==> config.mk <==
export PLATFORM = sky130hd
export DESIGN_NAME = mode_cfg_sequencer
export DESIGN_NICKNAME = d
export VERILOG_FILES = /design/src/rtl/mode_cfg_pkg.sv /design/src/rtl/mode_cfg_sequencer_hs_timeout_cnt.sv /design/src/rtl/mode_cfg_sequencer.sv
export SDC_FILE = /design/constraint.sdc
export NUM_CORES = 1
export LEC_CHECK = 0
export BUFFER_PORTS_ARGS = -buffer_cell sky130_fd_sc_hd__clkbuf_2
export CAP_MARGIN = 0
export CORE_MARGIN = 2
export CORE_UTILIZATION = 52
export DETAILED_ROUTE_END_ITERATION = 12
export PLACE_DENSITY = 0.8
export SYNTH_ARGS = -nofsm -noshare
export SYNTH_HDL_FRONTEND = slang
export SYNTH_HIERARCHICAL = 1
export SYNTH_SLANG_ARGS = --single-unit
==> constraint.sdc <==
create_clock -name clk -period 2.35 [get_ports clk]
set_input_delay 0 -clock clk [delete_from_list [all_inputs] [get_ports clk]]
set_output_delay 0 -clock clk [all_outputs]
set_load 0.01 [all_outputs]
==> src/rtl/mode_cfg_pkg.sv <==
// Shared types and constants for the mode-dependent config write sequencer.
package mode_cfg_pkg;

  typedef enum logic [1:0] {
    IDLE  = 2'd0,
    WRITE = 2'd1,
    DONE  = 2'd2
  } state_t;

  localparam logic [7:0] USER_DATA_TAG = 8'hA5;
  localparam logic [7:0] DEF_DATA_TAG  = 8'h00;

  // Upper byte tags the mode, lower byte carries the write index.
  function automatic logic [15:0] data_pattern(input logic mode, input logic [7:0] idx);
    return {(mode ? USER_DATA_TAG : DEF_DATA_TAG), idx};
  endfunction

endpackage

==> src/rtl/mode_cfg_sequencer_hs_timeout_cnt.sv <==
// Saturating wait counter for a pending handshake; expired is high once run has been
// asserted TIMEOUT-1 edges since the last clear, so the caller aborts on the TIMEOUT-th edge.
module hs_timeout_cnt #(
  parameter int TIMEOUT = 16
) (
  input  logic clk,
  input  logic rst,
  input  logic clear,
  input  logic run,
  output logic expired
);

  localparam int            CW    = $clog2(TIMEOUT + 1);
  localparam logic [CW-1:0] LIMIT = CW'(TIMEOUT - 1);

  logic [CW-1:0] cnt_q, cnt_d;

  always_comb begin
    cnt_d = cnt_q;
    if (clear) begin
      cnt_d = '0;
    end else if (run && (cnt_q != LIMIT)) begin
      cnt_d = cnt_q + CW'(1);
    end
  end

  always_ff @(posedge clk) begin
    if (rst) begin
      cnt_q <= '0;
    end else begin
      cnt_q <= cnt_d;
    end
  end

  assign expired = (cnt_q == LIMIT);

endmodule

==> src/rtl/mode_cfg_sequencer.sv <==
// Latches user_mode on start and issues NUM_WR back-to-back config writes over valid/ready,
// with mode-selected address base and data tag; a stalled write aborts after TIMEOUT cycles.
module mode_cfg_sequencer
  import mode_cfg_pkg::*;
#(
  parameter int                NUM_WR       = 4,
  parameter int                ADDR_W       = 8,
  parameter int                DATA_W       = 16,
  parameter logic [ADDR_W-1:0] USER_BASE    = 'h40,
  parameter logic [ADDR_W-1:0] DEFAULT_BASE = 'h00,
  parameter int                TIMEOUT      = 16
) (
  input  logic              clk,
  input  logic              rst,
  input  logic              user_mode,
  input  logic              start,
  output logic              wr_valid,
  output logic [ADDR_W-1:0] wr_addr,
  output logic [DATA_W-1:0] wr_data,
  input  logic              wr_ready,
  output logic              busy,
  output logic              done,
  output logic              err,
  output logic              mode_latched
);

  localparam logic [7:0] LAST_IDX = 8'(NUM_WR - 1);

  state_t            state_q, state_d;
  logic [7:0]        idx_q, idx_d;
  logic              mode_q, mode_d;
  logic              valid_q, valid_d;
  logic              busy_q, busy_d;
  logic              done_q, done_d;
  logic              err_q, err_d;
  logic [ADDR_W-1:0] addr_q, addr_d;
  logic [DATA_W-1:0] data_q, data_d;

  logic       start_acc, accept, last, expired, timeout, tmo_clear, tmo_run;
  logic [7:0] idx_nxt;

  assign start_acc = start && (state_q != WRITE);
  assign accept    = (state_q == WRITE) && valid_q && wr_ready;
  assign last      = (idx_q == LAST_IDX);
  // A ready arriving on the expiry edge takes priority over the abort.
  assign timeout   = (state_q == WRITE) && !wr_ready && expired;
  assign tmo_clear = start_acc || (accept && !last);
  assign tmo_run   = (state_q == WRITE) && !wr_ready;
  assign idx_nxt   = idx_q + 8'd1;

  hs_timeout_cnt #(.TIMEOUT(TIMEOUT)) u_tmo (
    .clk     (clk),
    .rst     (rst),
    .clear   (tmo_clear),
    .run     (tmo_run),
    .expired (expired)
  );

  always_ff @(posedge clk) begin
    if (rst) begin
      state_q <= IDLE;
    end else begin
      state_q <= state_d;
    end
  end

  always_comb begin
    state_d = state_q;
    case (state_q)
      IDLE:    if (start) state_d = WRITE;
      WRITE:   if ((accept && last) || timeout) state_d = DONE;
      DONE:    if (start) state_d = WRITE;
      default: state_d = IDLE;
    endcase
  end

  always_comb begin
    idx_d  = idx_q;
    mode_d = mode_q;
    addr_d = addr_q;
    data_d = data_q;
    err_d  = err_q;
    if (start_acc) begin
      idx_d  = 8'd0;
      mode_d = user_mode;
      addr_d = user_mode ? USER_BASE : DEFAULT_BASE;
      data_d = DATA_W'(data_pattern(user_mode, 8'd0));
      err_d  = 1'b0;
    end else if (accept && !last) begin
      idx_d  = idx_nxt;
      addr_d = (mode_q ? USER_BASE : DEFAULT_BASE) + ADDR_W'(idx_nxt);
      data_d = DATA_W'(data_pattern(mode_q, idx_nxt));
    end else if (timeout) begin
      err_d  = 1'b1;
    end
    valid_d = (state_d == WRITE);
    busy_d  = (state_d == WRITE);
    done_d  = (state_d == DONE);
  end

  always_ff @(posedge clk) begin
    if (rst) begin
      idx_q   <= '0;
      mode_q  <= 1'b0;
      valid_q <= 1'b0;
      busy_q  <= 1'b0;
      done_q  <= 1'b0;
      err_q   <= 1'b0;
      addr_q  <= '0;
      data_q  <= '0;
    end else begin
      idx_q   <= idx_d;
      mode_q  <= mode_d;
      valid_q <= valid_d;
      busy_q  <= busy_d;
      done_q  <= done_d;
      err_q   <= err_d;
      addr_q  <= addr_d;
      data_q  <= data_d;
    end
  end

  assign wr_valid     = valid_q;
  assign wr_addr      = addr_q;
  assign wr_data      = data_q;
  assign busy         = busy_q;
  assign done         = done_q;
  assign err          = err_q;
  assign mode_latched = mode_q;

endmodule
* Word level (Yosys, flattened, before mapping)
Cells that the tools add are included.
** Cells by class
- Add/subtract/negate cells :: 3
- Equal/unequal tests :: 8
- Multiplexer cells :: 11
- Bitwise gates (word level) :: 1
- Reductions and logical operators :: 18
** Operator list (count)
- $mux 16 :: 2
- $mux 8 :: 4
- $mux 7 :: 2
- $add 7x8->8 :: 1
- $add 8x1->8 const B :: 1
- $eq 8x2->1 const B :: 1
- $logic_and 1x1->1 :: 8
- $reduce_or 2->1 :: 3
- $add 5x1->5 const B :: 1
- $eq 5x4->1 const B :: 1
- $ne 5x4->1 const B :: 1
- $eq 2x1->1 const B :: 2
- $eq 2x2->1 const B :: 2
- $mux 2 :: 2
- $pmux 2 s2 :: 1
- $logic_not 1->1 :: 2
- $logic_not 2->1 :: 1
- $logic_or 1x1->1 :: 2
- $ne 2x1->1 const B :: 1
- $reduce_and 2->1 :: 1
- $reduce_bool 2->1 :: 1
- $not 1->1 :: 1
** Word-level totals
- Flip-flop bits (word level) :: 35
- Input bits :: 5
- Output and inout port bits :: 29

* Logic depth before layout (Yosys ltp)
Gate-level depths: netlist (run 1).
- Word-level depth :: 8
- Gate-level depth with buffers :: 8
- Gate-level depth less buffers :: 8

* By module
The synthesis (run 1) kept the hierarchy.
** Modules (own cells, without submodules)
- mode_cfg_sequencer :: times used 1, cells each 128, area each 1122.3 um^2, seq. area each 460.4 um^2
- hs_timeout_cnt :: times used 1, cells each 26, area each 241.5 um^2, seq. area each 100.1 um^2

* Least setup slack after synthesis (run 1)
No wires, ideal clock.
- Path kind :: register -> register
- Start :: reg wr_data[0] (netlist name)
- End :: reg u_tmo.cnt_q[4]
- Arrival time :: 1770 ps
- Path slack :: 494 ps
- Stages on the path, launching flop included :: 8
- Period minus slack after synthesis :: 1856 ps
- Cells stage by stage :: dfxtp_1 ha_1 nor4b_4 a21boi_2 buf_2 nand2b_1 or2_2 a211oi_1
** RTL lines
- to (signal assigned) :: RTL line mode_cfg_sequencer_hs_timeout_cnt.sv:31 : cnt_q <= cnt_d;
- to (decl) :: RTL line mode_cfg_sequencer_hs_timeout_cnt.sv:16 : logic [CW-1:0] cnt_q, cnt_d;

==> summary.txt, run 1 <==
Yosys
  – Synth warn: 6
  – Top_reg_cell synth: dfxtp_1
  – Sequential fraction of the synthesis area: 0.4110
  – Synth Register Bits: 28
  – Number of distinct library cells after synthesis: 36
  – Post-synthesis cell count: 154
  – Mapped Area: 0.001364 mm^2
  – Number of enable flip-flop cells after synthesis: 0
  – Post-synth ARST share: 0
  – Syn Area/Cell: 8.856 um^2

Detailed routing
  – Vias: 1,102
  – DRC Markers: 0
  – First-pass DRT Iterations: 4
  – WL per Instance: 12.11 um
  – Vias/cell: 5.273
  – ANT nets after route: 0
  – DRT Wirelength: 2.531 mm
  – Drt first-iter violations: 16

Finish
  – Layout cell share with drive strength beyond 1: 0.2179
  – Fin area: 0.001545 mm^2
  – Area occupied by multi-input gates: 710.7 um^2
  – Filler cell count in the final layout: 212
  – Syn-to-layout area delta: 13.30%
  – N_diodes: 0
  – FF+latch area: 560.5 um^2
  – Final-stage net count: 189

Setup path
  – Reg2Reg Depth: 6
  – Crit path to: u_tmo/cnt_q[4]
  – CP Class: reg -> reg
  – Reg2reg end: u_tmo/cnt_q[4]
  – CP Cell Sequence: ha_1 -> nor4b_4 -> a21boi_2 -> nand2b_1 -> or2_2 -> a211oi_1
  – Crit. End Element: flip-flop
  – Data arrival, critical path: 2.35 ns
  – Critical R2R Launch: wr_data[0]
  – Startpoint Class: flip-flop
  – Max incr delay on CP: 0.48 ns
  – Critical Path Fanout Max: 20
  – CP max-delay cell: dfxtp_1
  – Beginning of the critical path: wr_data[0]
  – R2r setup slk: 0.27 ns
  – Critical path data required time: 2.62 ns

Global routing
  – GRT Resource Usage Total: 0.1690
  – Initial antenna violation count: 0
  – First-pass GRT wire length: 4.215 mm
  – Largest net degree at the start of global routing: 21
  – Vias in the first global route: 1,008
  – Global route total overflow: 0

Clock network
  – Clock Path Buffers: 2
  – Post-CTS setup buffers: 0
  – Later-pin clock latency in the skew report: 0.33 ns
  – CTS tree: done
  – Hold_buf cts: 4
  – Clock Root Buffer: clkbuf_4
  – Count of clock tree sinks: 28
  – H-tree depth: 1
  – Clk pin slew, worst setup/hold paths: 0.15 ns
  – Gates resized, CTS repair: 0
  – TritonCTS Buffers: 3

Power
  – LEAKAGE: 0.6456 nW
  – Peak VDD IR: 0.4925 mV
  – Power density cells: 524.2 mW/mm^2

STA
  – Tmin final: 2.085 ns
  – Setup violators final: 0
  – Slew @ Worst Pin: 0.8579 ns
  – Final Cycle Share: 0.8872
  – Final Max Slew Viols: 0
  – Setup TNS: 0 ns
  – Final Hold Fails: 0
  – Fmax: 479.6 MHz
  – Clk_skew: 0.009767 ns
  – Relative slew slack: 0.4247
  – RSZ-0062 raised after global routing: false

Floorplan
  – Starting Density: 0.5505
  – Num rows: 18
  – Chip width: 55.21 um
  – Area of the core: 0.002477 mm^2
  – Die area: 0.003048 mm^2
  – Ports: 34
  – Die Ht: 55.21 um

Placed design
  – IO Port Bufs: 29
  – Hpwl dp: 1.885 mm
  – Routability cong.: 0.7710
  – Post-DP Area: 0.001469 mm^2

Hold path
  – Min-Delay Path Class: in -> reg

Flow run
  – Max Cap Viol: 0

Status
  – Status: finished clean
==> cell usage after synthesis (all sizes together) (4+ instances only) <==
master,instances,area share
nand2,12,0.033
xor2,6,0.039
nor2,20,0.055
buf,12,0.060
xnor2,8,0.051
a21oi,11,0.040
nand2b,8,0.042
a211oi,4,0.022
ha,4,0.037
clkbuf,4,0.011
dfxtp,28,0.41
nand3,5,0.018
mux2i,5,0.037
==> cell type report <==
cell class,instances,share of cell area
multi-input combinational,111,0.4599
sequential,28,0.3628
timing repair buffer,34,0.1247
tap,30,0.02429
clock buffer,4,0.02348
inverter,2,0.004858
==> state kept, by name, indices dropped and copies added, names as in the netlist <==
| register | count |
|---|---|
| err | 1 |
| u_tmo/cnt_q | 5 |
| done | 1 |
| mode_latched | 1 |
| busy | 1 |
| wr_addr | 8 |
| state_q | 2 |
| wr_data | 9 |
==> per-stage QoR <==
stage	std cells	hold WS [ns]	setup slack (ns)	utilization	total power, mW
4_1_cts	209	0.04554	0.2465	0.6237	0.8180
3_5_place_dp	201	0.2600	0.2500	0.5929	0.5789
2_1_floorplan	157	0.1475	0.4942	-	0.5663
6_report	209	0.05615	0.2651	0.6237	0.8099
5_1_grt	209	0.08512	0.05815	0.6237	0.8415
3_3_place_gp	201	0.2619	0.3959	0.5929	0.5762
==> worst max-delay path, delay by kind of cell, from the launching register on <==
kind                     cells  cell delay, ns
AO/OA/AOI/OAI                2            0.43
adder cells (fa/ha/maj)      1            0.28
flip-flops                   1            0.48
AND/OR/NAND/NOR              3            0.83
==> cell families after synthesis <==
group,count (synthesis),synth area share
simple gates,62,0.2459
flops,28,0.4110
compound gates,22,0.1009
buf+inv,18,0.07614
xor+xnor,14,0.08991
mux,5,0.03670
fa+ha+maj,4,0.03670
other cells,1,0.002750
==> routing by layer <==
| metal | track usage | wire, um | part of all wire |
|---|---|---|---|
| met5 | 0 | 0 | 0 |
| met4 | 0.03136 | 8 | 0.0032 |
| met3 | 0.06323 | 130 | 0.051 |
| met2 | 0.2976 | 1279 | 0.51 |
| met1 | 0.1965 | 1112 | 0.44 |
==> report_power, final <==
| group | total (mW) | internal (mW) | switching, mW |
|---|---|---|---|
| Combinational | 0.0803 | 0.0326 | 0.0477 |
| Clock | 0.236 | 0.0950 | 0.141 |
| Sequential | 0.494 | 0.485 | 0.00892 |
==> worst min path at each step <==
stage	start	to	cells after the start
global route	start	wr_addr[6]	3
detailed placement	user_mode	mode_latched	3
CTS	start	state_q[1]	4
finish	start	state_q[1]	4
global placement	user_mode	mode_latched	3
floorplan	user_mode	mode_latched	2
==> cell usage in the layout, fill, tap and decap left out, types with 2 or more instances in the layout <==
cell type	count
xor2_1	6
nand4_1	3
nand2b_1	7
nor2_1	20
nor2b_1	3
dlygate4sd3_1	4
ha_1	4
and3_1	3
xnor2_1	8
a21oi_1	11
inv_1	2
nand2_1	12
clkbuf_2	29
nand3_1	5
conb_1	4
a211oi_1	4
dfxtp_1	28
mux2i_1	5
clkbuf_4	3
Note: power is estimated with default switching activity, not from simulation.
==> run 2, diff against run 1 <==
CORE_UTILIZATION = 30   (was 52)
PLACE_DENSITY = 0.52   (was 0.8)
==> summary.txt, run 2 (synthesis gave the netlist of run 1 again) <==
Status
  – Status: finished clean

Hold path
  – Min-Delay Path Class: in -> reg
  – WHS Path Cells: 2
  – Hold Path Origin: rst
  – Hold Path Sink: mode_latched

Setup path
  – CP Class: reg -> reg
  – Critical Path Fanout Max: 20
  – Max incr delay on CP: 0.45 ns
  – Critical path data required time: 2.54 ns
  – CP Cell Sequence: ha_1 -> nor4b_4 -> a21boi_2 -> nand2b_1 -> or2_2 -> a211oi_1
  – Crit. End Element: flip-flop
  – Startpoint Class: flip-flop
  – R2r setup slk: 0.23 ns
  – Data arrival, critical path: 2.31 ns
  – Critical R2R Launch: wr_data[0]
  – CP bufs+invs: 0
  – Top Family by Delay on Critical Path: simple AND/OR/NAND/NOR gates
  – CP max-delay cell: dfxtp_1
  – Reg2reg end: u_tmo/cnt_q[4]
  – Reg2Reg Depth: 6

Power
  – Switching Fraction: 0.2316
  – Clock network fraction of total power: 0.340
  – Pint: 0.6635 mW
  – NetSw: 0.1999 mW
  – Peak VDD IR: 0.3169 mV
  – Power density cells: 550.3 mW/mm^2
  – Combinational share of power: 0.088
  – Reg power frac: 0.572
  – LEAKAGE: 0.6460 nW

Global routing
  – GRT Resource Usage Total: 0.1097
  – Initial antenna violation count: 0
  – Vias in the first global route: 998
  – Global route total overflow: 0
  – Largest net degree at the start of global routing: 21
  – First-pass GRT wire length: 4.512 mm

Detailed routing
  – Vias: 1,078
  – DRC Markers: 0
  – Vias/cell: 4.707
  – ANT nets after route: 0
  – DRT Wirelength: 2.663 mm
  – Drt first-iter violations: 36
  – WL per Instance: 11.63 um
  – First-pass DRT Iterations: 5

Finish
  – Final-stage net count: 187
  – N_diodes: 0
  – Layout cell share with drive strength beyond 1: 0.2260
  – Most common cell after layout, fill and taps aside: clkbuf_2
  – Most frequent cells in the layout: 29 x clkbuf_2, 28 x dfxtp_1, 20 x nor2_1
  – Max reg flops: 9
  – Area occupied by multi-input gates: 710.7 um^2
  – Syn-to-layout area delta: 15.05%
  – Filler cell count in the final layout: 469
  – FF+latch area: 560.5 um^2

STA
  – Setup violators final: 0
  – Tmin final: 2.118 ns
  – Setup TNS: 0 ns
  – Final Hold Fails: 0
  – Fmax: 472.2 MHz
  – Slew @ Worst Pin: 0.9320 ns
  – Final Cycle Share: 0.9011
  – RSZ-0062 raised after global routing: false
  – Relative slew slack: 0.3750
  – Final WS setup: 0.2325 ns
  – Final Max Slew Viols: 0
  – Clk_skew: 0.002460 ns

Clock network
  – Post-CTS setup buffers: 0
  – CTS tree: done
  – H-tree depth: 1
  – Count of clock tree sinks: 28
  – Clock Path Buffers: 2
  – Clk pin slew, worst setup/hold paths: 0.09 ns
  – TritonCTS Buffers: 3
  – Later-pin clock latency in the skew report: 0.27 ns
  – Clock Root Buffer: clkbuf_8

Floorplan
  – Starting Density: 0.3132
  – Die Ht: 71.43 um
  – Chip width: 71.43 um
  – Area of the core: 0.004354 mm^2
  – Num rows: 24
  – Die area: 0.005102 mm^2
  – Ports: 34

Flow run
  – Max Cap Viol: 0

Placed design
  – IO Port Bufs: 29
  – DP Worst Slack: 0.2069 ns
  – Hpwl dp: 2.069 mm
  – Routability cong.: 0.7479
-- run 2: cell count changes in the layout (fill, tap and decap cells not counted), sizes merged --
cell | before | now
buf | 1 | 2
dlygate4sd3 | 4 | 1
-- run 2: metal layers --
layer  global-route usage  wire, um
met1               0.1322      1241
met2               0.1883      1236
met3              0.03797       165
met4              0.02516        19
met5                    0         0
-- run 2: worst reg2reg max path: stages, from the launching register on --
cell      delay [ns]
dfxtp_1         0.45
ha_1            0.28
nor4b_4         0.26
a21boi_2        0.29
nand2b_1        0.24
or2_2           0.34
a211oi_1        0.18
-- run 2: what timing repair did --
action,4_1_cts,5_1_grt
gates resized for setup,0,0
hold buffers,1,0
endpoints found under the hold margin,1,0
-- run 2: layout make-up --
class                   count  area share
multi-input cells         111      0.4530
flip-flops and latches     28      0.3573
repair buffers             32      0.1085
well taps                  52     0.04147
clock buffers               4     0.03509
inverters                   2    0.004785
-- run 2: worst max path at each step --
stage,start,end,cells after the start
finish,wr_data[0],u_tmo/cnt_q[4],6
global route,wr_data[0],u_tmo/cnt_q[4],6
floorplan,wr_data[0],u_tmo/cnt_q[4],7
global placement,wr_data[0],u_tmo/cnt_q[4],6
detailed placement,wr_data[0],u_tmo/cnt_q[4],6
CTS,wr_data[0],u_tmo/cnt_q[4],6
-- run 2: through the flow --
stage | instances | power, mW | utilization | hold WS (ns) | instance area, um^2
after floorplan | 157 | 0.5663 | - | 0.1475 | 1375
final | 229 | 0.8634 | 0.3603 | 0.004442 | 1569
after detailed placement | 224 | 0.5801 | 0.3454 | 0.2646 | 1504
after global placement | 224 | 0.5787 | 0.3454 | 0.2529 | 1504
after CTS | 229 | 0.8781 | 0.3603 | 0.0003638 | 1569
after global routing | 229 | 0.9093 | 0.3603 | 0.02122 | 1569
-- run 2: power groups by stage --
| stage | sequential, mW | combinational, mW | clock (mW) |
|---|---|---|---|
| floorplan | 0.506 | 0.0599 | 0 |
| global placement | 0.504 | 0.0746 | 0 |
| detailed placement | 0.505 | 0.0755 | 0 |
| CTS | 0.494 | 0.0770 | 0.307 |
| global route | 0.495 | 0.0855 | 0.329 |
| finish | 0.494 | 0.0763 | 0.294 |
==> run 3, diff against run 2 <==
PLACE_DENSITY = 0.54   (was 0.52)
clock period = 1.85 ns   (was 2.35 ns; I/O delays follow)
==> summary.txt, run 3 (synthesis gave the netlist of run 1 again) <==
Status
  – Status: finished clean

Detailed routing
  – DRC Markers: 0
  – Drt first-iter violations: 40
  – ANT nets after route: 0
  – Vias: 1,074
  – First-pass DRT Iterations: 4
  – Vias/cell: 4.551
  – DRT Wirelength: 2.703 mm
  – WL per Instance: 11.45 um

Setup path
  – Data arrival, critical path: 1.88 ns
  – Crit. End Element: flip-flop
  – Startpoint Class: flip-flop
  – Critical Path Fanout Max: 4
  – CP Class: reg -> reg
  – Critical path data required time: 2.01 ns

Global routing
  – First-pass GRT wire length: 4.588 mm
  – Global route total overflow: 0
  – Initial antenna violation count: 0
  – M3 GR Usage: 0.03938
  – GRT Resource Usage Total: 0.1142
  – Vias in the first global route: 1,015
  – Grt met1 use: 0.1455
  – Grt peak-use layer: met2
  – Met2 Usage GRT: 0.1872
  – Largest net degree at the start of global routing: 20

Power
  – Clock network fraction of total power: 0.308
  – Total power: 1.047 mW
  – NetSw: 0.2464 mW
  – Peak VDD IR: 0.4147 mV
  – Pint: 0.8010 mW
  – Reg power frac: 0.597
  – Power density cells: 640.0 mW/mm^2
  – Combinational share of power: 0.095
  – LEAKAGE: 0.6748 nW
  – Switching Fraction: 0.2353

Floorplan
  – Chip width: 71.43 um
  – Ports: 34
  – Die area: 0.005102 mm^2
  – Die Ht: 71.43 um
  – Area of the core: 0.004354 mm^2
  – Starting Density: 0.3132
  – Num rows: 24

STA
  – Fmax: 579.9 MHz
  – Slew @ Worst Pin: 0.5561 ns
  – Final Max Slew Viols: 0
  – Min Hold Slack: 0.003668 ns
  – Tmin final: 1.724 ns
  – Clk_skew: 0.001871 ns
  – Relative slew slack: 0.6293
  – Setup violators final: 0
  – Final WS setup: 0.1256 ns
  – Final Cycle Share: 0.9321
  – Final Hold Fails: 0

Finish
  – Non-Filler Instances: 236
  – N_diodes: 0
  – Most frequent cells in the layout: 29 x clkbuf_2, 27 x dfxtp_1, 20 x nor2_1
  – Layout cell share with drive strength beyond 1: 0.2772
  – Most common cell after layout, fill and taps aside: clkbuf_2
  – Final-stage net count: 195
  – Max reg flops: 9
  – Syn-to-layout area delta: 20.00%
  – Filler cell count in the final layout: 454

Placed design
  – Placed cells: 231
  – Hpwl dp: 2.094 mm
  – Routability cong.: 0.7766
  – DP Worst Slack: 0.09995 ns
  – IO Port Bufs: 29

Clock network
  – H-tree depth: 1
  – Clock Root Buffer: clkbuf_8
  – Count of clock tree sinks: 28
  – Post-CTS setup buffers: 0
  – Clock Path Buffers: 2
  – Clk pin slew, worst setup/hold paths: 0.09 ns
  – TritonCTS Buffers: 3
  – Later-pin clock latency in the skew report: 0.27 ns
  – CTS tree: done

Hold path
  – Min-Delay Path Class: in -> reg

Flow run
  – Max Cap Viol: 0
[run 3: area by class of cell]
| cell class | count | area [um^2] | area share |
|---|---|---|---|
| clock buffer | 3 | 41.29 | 0.02523 |
| inverter | 2 | 7.507 | 0.004587 |
| multi-input combinational | 111 | 728.2 | 0.4450 |
| sequential | 28 | 561.8 | 0.3433 |
| tap | 52 | 65.06 | 0.03976 |
| timing repair buffer | 40 | 232.7 | 0.1422 |
[run 3: worst max-delay path: stages (launching register included)]
cell and delay, ns:
dfxtp_1 0.36, ha_2 0.20, and3_4 0.21, nand3_1 0.09, xnor2_1 0.18, ha_2 0.21, xor2_2 0.14, xnor2_1 0.13
o22ai_1 0.10
[run 3: what timing repair did]
action / in CTS / in global routing
endpoints found under the hold margin: 1 / 0
setup endpoints to repair: 0 / 1
resized for setup: 0 / 4
hold buffers: 2 / 0
[run 3: power by group through the flow]
stage	Sequential (mW)	Combinational, mW	Clock (mW)
2_1_floorplan	0.643	0.0761	0
3_3_place_gp	0.640	0.0983	0
3_5_place_dp	0.640	0.0981	0
4_1_cts	0.626	0.102	0.349
5_1_grt	0.628	0.112	0.366
6_report	0.626	0.0995	0.322
[run 3: per-layer routing]
layer  routed length, um  vias up
met2                1269       25
met1                1257      480
li1                    -      567
met5                   0        -
met4                  18        0
met3                 158        2
[run 3: through the flow]
step / setup TNS [ns] / instance area (um^2) / util
floorplan: 0 / 1376 / -
global placement: 0 / 1558 / 0.3578
detailed placement: 0 / 1558 / 0.3578
CTS: 0 / 1619 / 0.3718
global route: -0.02101 / 1637 / 0.3759
finish: 0 / 1637 / 0.3759
[run 3: final timing paths]
path | to | slack (ns) | cells past startpoint | start
worst min-delay path | busy | 0.004 | 2 | rst
worst max-delay path | wr_addr[7] | 0.13 | 8 | wr_data[1]
worst max register to register | wr_addr[7] | 0.13 | 8 | wr_data[1]
worst min register to register | wr_addr[1] | 0.48 | 2 | wr_addr[1]
